--- src/rtl/vec_pkg.sv ---
// rtl/vec_pkg.sv - shared types and width helpers for the vec_mul feeder path
package vec_pkg;

  typedef enum logic [1:0] {
    IDLE   = 2'd0,
    LOAD_K = 2'd1,
    RUN    = 2'd2,
    DRAIN  = 2'd3
  } feeder_state_t;

  typedef struct packed {
    logic v;
    logic last;
  } tag_t;

  function automatic int depth_f(input int c);
    return (c > 1) ? $clog2(c) : 0;
  endfunction

  function automatic int wy_f(input int c, input int w_x, input int w_k);
    return w_x + w_k + depth_f(c);
  endfunction

endpackage

--- src/rtl/vec_tag_pipe.sv ---
// rtl/vec_tag_pipe.sv - N-stage always-shifting tag pipeline that mirrors the PE latency
module vec_tag_pipe
  import vec_pkg::*;
#(
  parameter int N = 4
) (
  input  logic clk_i,
  input  logic rst_ni,
  input  tag_t tag_i,
  output tag_t tag_o
);

  tag_t [N-1:0] stage_q;

  always_ff @(posedge clk_i) begin
    if (!rst_ni) begin
      stage_q <= '0;
    end else begin
      stage_q[0] <= tag_i;
      for (int i = 1; i < N; i++) begin
        stage_q[i] <= stage_q[i-1];
      end
    end
  end

  assign tag_o = stage_q[N-1];

endmodule

--- src/rtl/vec_feeder.sv ---
// rtl/vec_feeder.sv - packs serial kernel/activation streams into PE vectors and tags results
module vec_feeder
  import vec_pkg::*;
#(
  parameter int C   = 8,
  parameter int W_X = 8,
  parameter int W_K = 8,
  localparam int DEPTH = depth_f(C),
  localparam int W_Y   = wy_f(C, W_X, W_K)
) (
  input  logic                          clk,
  input  logic                          rst_n,
  input  logic                          start,
  input  logic                          reload_k,
  input  logic                          k_in_valid,
  output logic                          k_in_ready,
  input  logic [W_K-1:0]                k_in_data,
  input  logic                          x_in_valid,
  output logic                          x_in_ready,
  input  logic [W_X-1:0]                x_in_data,
  input  logic                          x_in_last,
  output logic                          enable,
  output logic [C-1:0][W_K-1:0]         k,
  output logic [C-1:0][W_X-1:0]         x,
  input  logic signed [W_Y-1:0]         y,
  output logic                          r_valid,
  output logic signed [W_Y-1:0]         r_data,
  output logic                          r_last,
  output logic                          busy
);

  localparam int CW = (DEPTH > 0) ? DEPTH : 1;
  localparam logic [CW-1:0] LAST_LANE  = CW'(C - 1);
  localparam logic [CW-1:0] DRAIN_LAST = CW'(DEPTH);

  feeder_state_t state_q, state_d;
  logic [CW-1:0] kcnt_q, kcnt_d;
  logic [CW-1:0] xcnt_q, xcnt_d;
  logic [CW-1:0] dcnt_q, dcnt_d;
  logic [C-1:0][W_K-1:0] k_q, k_d;
  logic [C-1:0][W_X-1:0] x_q, x_d;
  logic issue_q, issue_d;
  logic issue_last_q, issue_last_d;
  tag_t tag_in, tag_out;

  always_ff @(posedge clk) begin
    if (!rst_n) begin
      state_q      <= IDLE;
      kcnt_q       <= '0;
      xcnt_q       <= '0;
      dcnt_q       <= '0;
      k_q          <= '0;
      x_q          <= '0;
      issue_q      <= 1'b0;
      issue_last_q <= 1'b0;
    end else begin
      state_q      <= state_d;
      kcnt_q       <= kcnt_d;
      xcnt_q       <= xcnt_d;
      dcnt_q       <= dcnt_d;
      k_q          <= k_d;
      x_q          <= x_d;
      issue_q      <= issue_d;
      issue_last_q <= issue_last_d;
    end
  end

  always_comb begin
    state_d      = state_q;
    kcnt_d       = kcnt_q;
    xcnt_d       = xcnt_q;
    dcnt_d       = dcnt_q;
    k_d          = k_q;
    x_d          = x_q;
    issue_d      = 1'b0;
    issue_last_d = 1'b0;
    k_in_ready   = 1'b0;
    x_in_ready   = 1'b0;
    enable       = 1'b0;

    unique case (state_q)
      IDLE: begin
        if (start) begin
          state_d = reload_k ? LOAD_K : RUN;
        end
      end

      LOAD_K: begin
        k_in_ready = 1'b1;
        if (k_in_valid) begin
          k_d[kcnt_q] = k_in_data;
          if (kcnt_q == LAST_LANE) begin
            kcnt_d  = '0;
            state_d = RUN;
          end else begin
            kcnt_d = kcnt_q + 1'b1;
          end
        end
      end

      RUN: begin
        x_in_ready = 1'b1;
        enable     = 1'b1;
        if (x_in_valid) begin
          x_d[xcnt_q] = x_in_data;
          if (x_in_last) begin
            // Lanes beyond the final element are zeroed so a short vector adds nothing stale.
            for (int i = 0; i < C; i++) begin
              if (i > int'(xcnt_q)) begin
                x_d[i] = '0;
              end
            end
            issue_d      = 1'b1;
            issue_last_d = 1'b1;
            xcnt_d       = '0;
            dcnt_d       = '0;
            state_d      = DRAIN;
          end else if (xcnt_q == LAST_LANE) begin
            issue_d = 1'b1;
            xcnt_d  = '0;
          end else begin
            xcnt_d = xcnt_q + 1'b1;
          end
        end
      end

      DRAIN: begin
        // Keep the PE clocked until the final vector reaches its output register.
        enable = 1'b1;
        if (dcnt_q == DRAIN_LAST) begin
          dcnt_d  = '0;
          state_d = IDLE;
        end else begin
          dcnt_d = dcnt_q + 1'b1;
        end
      end

      default: begin
        state_d = IDLE;
      end
    endcase
  end

  assign tag_in = '{v: issue_q, last: issue_last_q};

  vec_tag_pipe #(
    .N(DEPTH + 1)
  ) u_tag_pipe (
    .clk_i (clk),
    .rst_ni(rst_n),
    .tag_i (tag_in),
    .tag_o (tag_out)
  );

  assign k       = k_q;
  assign x       = x_q;
  assign r_valid = tag_out.v;
  assign r_last  = tag_out.last;
  assign r_data  = y;
  assign busy    = (state_q != IDLE);

endmodule

--- config.mk ---
export PLATFORM = sky130hd
export DESIGN_NAME = vec_feeder
export DESIGN_NICKNAME = d
export VERILOG_FILES = /design/src/rtl/vec_pkg.sv /design/src/rtl/vec_tag_pipe.sv /design/src/rtl/vec_feeder.sv
export SDC_FILE = /design/constraint.sdc
export NUM_CORES = 1
export LEC_CHECK = 0
export ABC_AREA = 1
export CORE_MARGIN = 5
export CORE_UTILIZATION = 30
export DETAILED_ROUTE_END_ITERATION = 8
export SLEW_MARGIN = 20
export SYNTH_ARGS = -nofsm -noshare
export SYNTH_HDL_FRONTEND = slang
export SYNTH_SLANG_ARGS = --single-unit
export TNS_END_PERCENT = 1
--- constraint.sdc ---
create_clock -name clk -period 2.1 [get_ports clk]
set_input_delay 0.21 -clock clk [delete_from_list [all_inputs] [get_ports clk]]
set_output_delay 0.21 -clock clk [all_outputs]
set_load 0.005 [all_outputs]
# Yosys cells after proc, flatten, opt, wreduce, memory -nomap -nowiden

Cells that the tools add are included.

Flip-flop bits (word level): 149
Latch bits: 0
Memory bits (writable): 0
ROM bits: 0
Bits of input ports: 42
Output and inout bits: 153
Word-level logic and storage cells: 102
Memories: 0

$add $sub $neg: 3
Multiply operators: 0
Div/mod/pow operators: 0
Magnitude comparators: 11
Equality and inequality tests: 12
Shift operators: 0
Muxes and demuxes: 35
Bitwise gates (word level): 0
Reduce and logical (&&, ||, !) cells: 11

Operators by type and width:

| cell                  | number |
|---|---|
| $bwmux W64            | 2 |
| $mux W8               | 9 |
| $mux W56              | 1 |
| $demux W8 S3          | 2 |
| $mux W3               | 6 |
| $mux W2               | 7 |
| $gt A3 B3 Y1 const A  | 4 |
| $ne A2 B2 Y1 const B  | 6 |
| $add A3 B1 Y3 const B | 3 |
| $lt A3 B4 Y1 const B  | 2 |
| $pmux W2 S4           | 1 |
| $eq A3 B3 Y1 const B  | 2 |
| $ge A3 B1 Y1 const B  | 2 |
| $gt A2 B3 Y1 const A  | 2 |
| $mux W1               | 6 |
| $pmux W3 S2           | 1 |
| $reduce_and A3 Y1     | 2 |
| $reduce_and A6 Y1     | 1 |
| $eq A2 B2 Y1 const B  | 2 |
| $reduce_and A2 Y1     | 2 |
| $reduce_bool A2 Y1    | 2 |
| $eq A3 B2 Y1 const B  | 1 |
| $gt A1 B3 Y1 const A  | 1 |
| $eq A2 B1 Y1 const B  | 1 |
| other kinds (3)       | 4 |

# Longest topological paths before layout

Depth in word-level cells: 7
Depth in mapped cells: 10
Mapped depth without buffers: 9

# Hierarchy

From an unflattened synthesis, not the netlist that was laid out.

Cells, all modules: 786
Area total of the unflattened synthesis: 5833.1 um2

By module, submodules not included:

| module       | times used | cells an instance | area each (um2) | seq. area each (um2) |
|---|---|---|---|---|
| vec_feeder   | 1          | 759               | 5592.9          | 2822.7 |
| vec_tag_pipe | 1          | 27                | 240.2           | 160.2 |

# Worst setup path after synthesis

Ideal clock, no wire load.

Kind: register to register
Start point: register state_q[0]
End point: register x_q, in the netlist x[53]
Setup time: 123 ps
Arrival: 1441 ps
Required time: 1977 ps
Path slack: 536 ps
Cell stages (with the launch flop): 11
Buffers on the path: 1
Period minus slack after synthesis: 1564 ps
Path through: dfxtp_1 > inv_1 > ha_1 > nand2_2 > inv_2 > nand2_2 > nor2_4 > buf_6 > nand2_1 > o21ai_0 > nor2_1

Longest elaborated chain between the ends: 2

RTL lines:

| what                        | line             | text |
|---|---|---|
| start, declared             | vec_feeder.sv:36 | `feeder_state_t state_q, state_d;` |
| start signal, assigned      | vec_feeder.sv:57 | `state_q <= state_d;` |
| $eq A2 B2 Y1                | vec_feeder.sv:81 | `unique case (state_q)` |
| $reduce_and A2 Y1 (no line) | n/a              |  |
| end signal, assigned        | vec_feeder.sv:53 | `x_q <= '0;` |
| end signal, assigned        | vec_feeder.sv:62 | `x_q <= x_d;` |
| end, declared               | vec_feeder.sv:41 | `logic [C-1:0][W_X-1:0] x_q, x_d;` |

No other way between the ends.
A chain may end at the register's enable or synchronous reset.

# Worst setup path after layout

Start point: register state_q[0]
End point: output enable

Longest elaborated chain between the ends: 3
Elaborated cells on any way between the ends: 4
Classes of those cells: eq/ne: 2; mux: 1; reduce/logical: 1

RTL lines:

| what                         | line             | text |
|---|---|---|
| $eq A2 B2 Y1                 | vec_feeder.sv:81 |  |
| $reduce_or A2 Y1 (no line) * | n/a              |  |
| $mux W1 *                    | vec_feeder.sv:81 |  |
| end, declared                | vec_feeder.sv:22 | `output logic enable,` |

Mark *: on every way between the ends. The rest lies on a longest branch, timed or not.

==> metrics.txt <==
type of the worst setup path=reg2out; number of buffers added for setup after CTS=0; pin count of the biggest net entering global routing=92; clk sinks=between 100 and 150; Area growth syn-to-layout=39.6%; Ports=195; Static Leakage=~3.2 nW; global placer's final weighted congestion=0.755; multiplexer share of the synthesized area=0; power per standard cell area=903 nW/um2; net count after synthesis=838; total die area=22300 um2; HPWL after detailed placement=11800 um; final max-slew violation count=0; share of synthesized cell area in and, or, nand and nor gates=0.270; placed cell area=7510 um2; Fin Setup TNS=0 ns; setup repair after global routing missed its margin=no; clock power share=0.433; fraction of layout instances using a drive strength above 1=0.0608; number of DRC markers after the initial detailed-route iteration=about 350; relative contribution of combinational cells to total power=0.152; residual DRC count=0; I/O Buffers=156; peak ir drop on the vdd network=between 0.0005 and 0.0006 V; residual overflow from global routing=0; arrival time reported for the critical path endpoint=1.79 ns; CP Data Required Time=1.89 ns; Critical Path Source Type=flip-flop; post-route clock period utilization=0.954; result of the run=completed; clock latency of the later-clocked register in the worst-skew pair=about 0.43 ns; final routed wire length divided by cell count=around 14 um; type of destination of the critical path=output pin; fin nets=979; Synth Area in Compound Gates=0.110; largest fanout on the critical path=4; area of all placed cells without fillers=8130 um2; Worst Skew=approximately 0.013 ns; number of detailed-routing iterations run before antenna repair=4; antenna violations before repair=0; number of library cell types mapped by synthesis=23; number of flip-flops and latches in the synthesized netlist=149; effective utilization at floorplan=0.302; buffer levels on the longest clock path=2; horizontal extent of the die=149 um; sequential area share after synthesis=0.513; final number of hold-violating endpoints=0; n_diodes=0; number of setup violations in the final report=0; post-synthesis cell area=5820 um2; Detail Route Antenna Nets=0; part of the total power dissipated in sequential elements=0.414; number of global-route vias before repair=4871; total number of yosys warnings=0; detailed-route via count=roughly 5.3k; Max transition margin=0.691; CTS tree=done; final wirelength=around 17000 um; clock transition at the register clock pins on the worst setup and hold paths after CTS=0.06 ns; die height=around 150 um; Mapped Cells=784; Final min period=around 2.0 ns; internal power=5.36 mW; switching share of total power=0.270; post-synthesis average cell area=7.42 um2; power dissipated by switching net loads=1.98 mW; via density per instance=4.39; path type of the worst min-delay path=in2reg; row count=51; core region area=slightly below 20000 um2; area share of xor/xnor cells in the synthesized design=0; maximum clock rate=499 MHz; post-synthesis adder-cell area fraction=0.0258; cts bufs inserted=17; total track usage=0.150; wire length of the first global-routing pass=26200 um; main combinational cell family by area after synthesis=simple AND/OR/NAND/NOR gates; number of levels the H-tree was split into=4; max-capacitance violation count=0; pin slew with the least headroom to its limit=0.461 ns; root buffer cell=sky130_fd_sc_hd__clkbuf_16
## final timing paths
| path | startpoint | endpoint | slack (ns) | cells after the start |
|---|---|---|---|---|
| min reg2reg | issue_q | u_tag_pipe.stage_q[1] | 0.42 | 2 |
| max reg2reg | state_q[1] | k[52] | 0.35 | 8 |
| max | state_q[0] | enable | 0.1 | 6 |
| min | rst_n | x[6] | 0.18 | 3 |
## cell families (layout without fill, tap and decap cells)
family,count (synthesis),in the layout
AOI/OAI and AO/OA,126,126
adders and majority gates,12,12
buffers and inverters,99,253
DFF,149,149
and+or+nand+nor,398,398
## synth_stat cells (all sizes together)
| library cell | n | share of area |
|---|---|---|
| inv | 61 | 0.039 |
| nand3 | 28 | 0.024 |
| dfxtp | 149 | 0.51 |
| ha | 12 | 0.026 |
| o21ai | 121 | 0.10 |
| a22oi | 1 | 0.0013 |
| buf | 28 | 0.035 |
| nor3 | 3 | 0.0045 |
| a21oi | 3 | 0.0026 |
| o21a | 1 | 0.0013 |
| clkbuf | 10 | 0.0065 |
| nor2 | 263 | 0.17 |
| nand2 | 104 | 0.068 |
## cell type report
class,instances,area (um2)
Clock buffer,19,443
Clock inverter,13,168
Inverter,61,229
Fill cell,1997,11100
Tap cell,265,332
Multi-Input combinational cell,536,2370
Sequential cell,149,2980
Timing Repair Buffer,160,1600
## metrics by stage
step	setup WS, ns	instances	power [mW]	hold slack [ns]	utilization
2_1_floorplan	0.536	784	3.74	0.345	-
3_3_place_gp	0.237	1171	4.22	0.406	0.389
3_5_place_dp	0.232	1171	4.22	0.406	0.389
4_1_cts	0.0369	1203	7.43	0.179	0.422
5_1_grt	0.0121	1203	7.71	0.197	0.422
6_report	0.0967	1203	7.34	0.176	0.422
## flip-flops by register name, summed over array words and instances (netlist names), 2 cells and up
register            cells
state_q                 2
k                      64
xcnt_q                  3
x                      64
u_tag_pipe.tag_o        2
dcnt_q                  3
u_tag_pipe.stage_q      6
kcnt_q                  3
## what timing repair did
item                       in CTS  in global routing
resized for setup               3                  3
hold buffers                    0                  0
pin swaps                       0                  0
setup endpoints to repair       1                 13
## layout by cell type, fill, tap and decap left out, types with 5 or more instances in the layout
cell,count
sky130_fd_sc_hd__nor2_1,256
sky130_fd_sc_hd__inv_1,54
sky130_fd_sc_hd__inv_2,7
sky130_fd_sc_hd__dfxtp_1,148
sky130_fd_sc_hd__nand3_1,28
sky130_fd_sc_hd__clkdlybuf4s50_1,155
sky130_fd_sc_hd__nand2_1,101
sky130_fd_sc_hd__o21ai_0,115
sky130_fd_sc_hd__ha_1,11
sky130_fd_sc_hd__o21ai_1,5
sky130_fd_sc_hd__inv_6,6
sky130_fd_sc_hd__nor2_2,5
sky130_fd_sc_hd__clkbuf_16,17
## power by group through the flow
stage          Clock (mW)  Combinational (mW)  Sequential (mW)
6_report             3.18                1.12             3.04
5_1_grt              3.38                1.27             3.05
4_1_cts              3.26                1.13             3.04
3_5_place_dp            0                1.12             3.10
3_3_place_gp            0                1.12             3.10
2_1_floorplan           0               0.648             3.09
## metal layers
layer / part of all wire / vias up / routed length (um) / track usage
li1: - / 2734 / - / -
met1: 0.46 / 2379 / 7670 / 0.194
met2: 0.45 / 153 / 7440 / 0.232
met3: 0.082 / 21 / 1370 / 0.0589
met4: 0.014 / 0 / 232 / 0.0458
met5: 0 / - / 0 / 0
## critical path: stages, from the launching register on
cell and delay [ns]:
sky130_fd_sc_hd__dfxtp_2 0.36, sky130_fd_sc_hd__inv_2 0.06, sky130_fd_sc_hd__ha_2 0.20, sky130_fd_sc_hd__buf_4 0.15
sky130_fd_sc_hd__nor2_2 0.11, sky130_fd_sc_hd__inv_1 0.05, sky130_fd_sc_hd__clkdlybuf4s50_1 0.43
No activity file was read; power rests on OpenSTA's default activity.
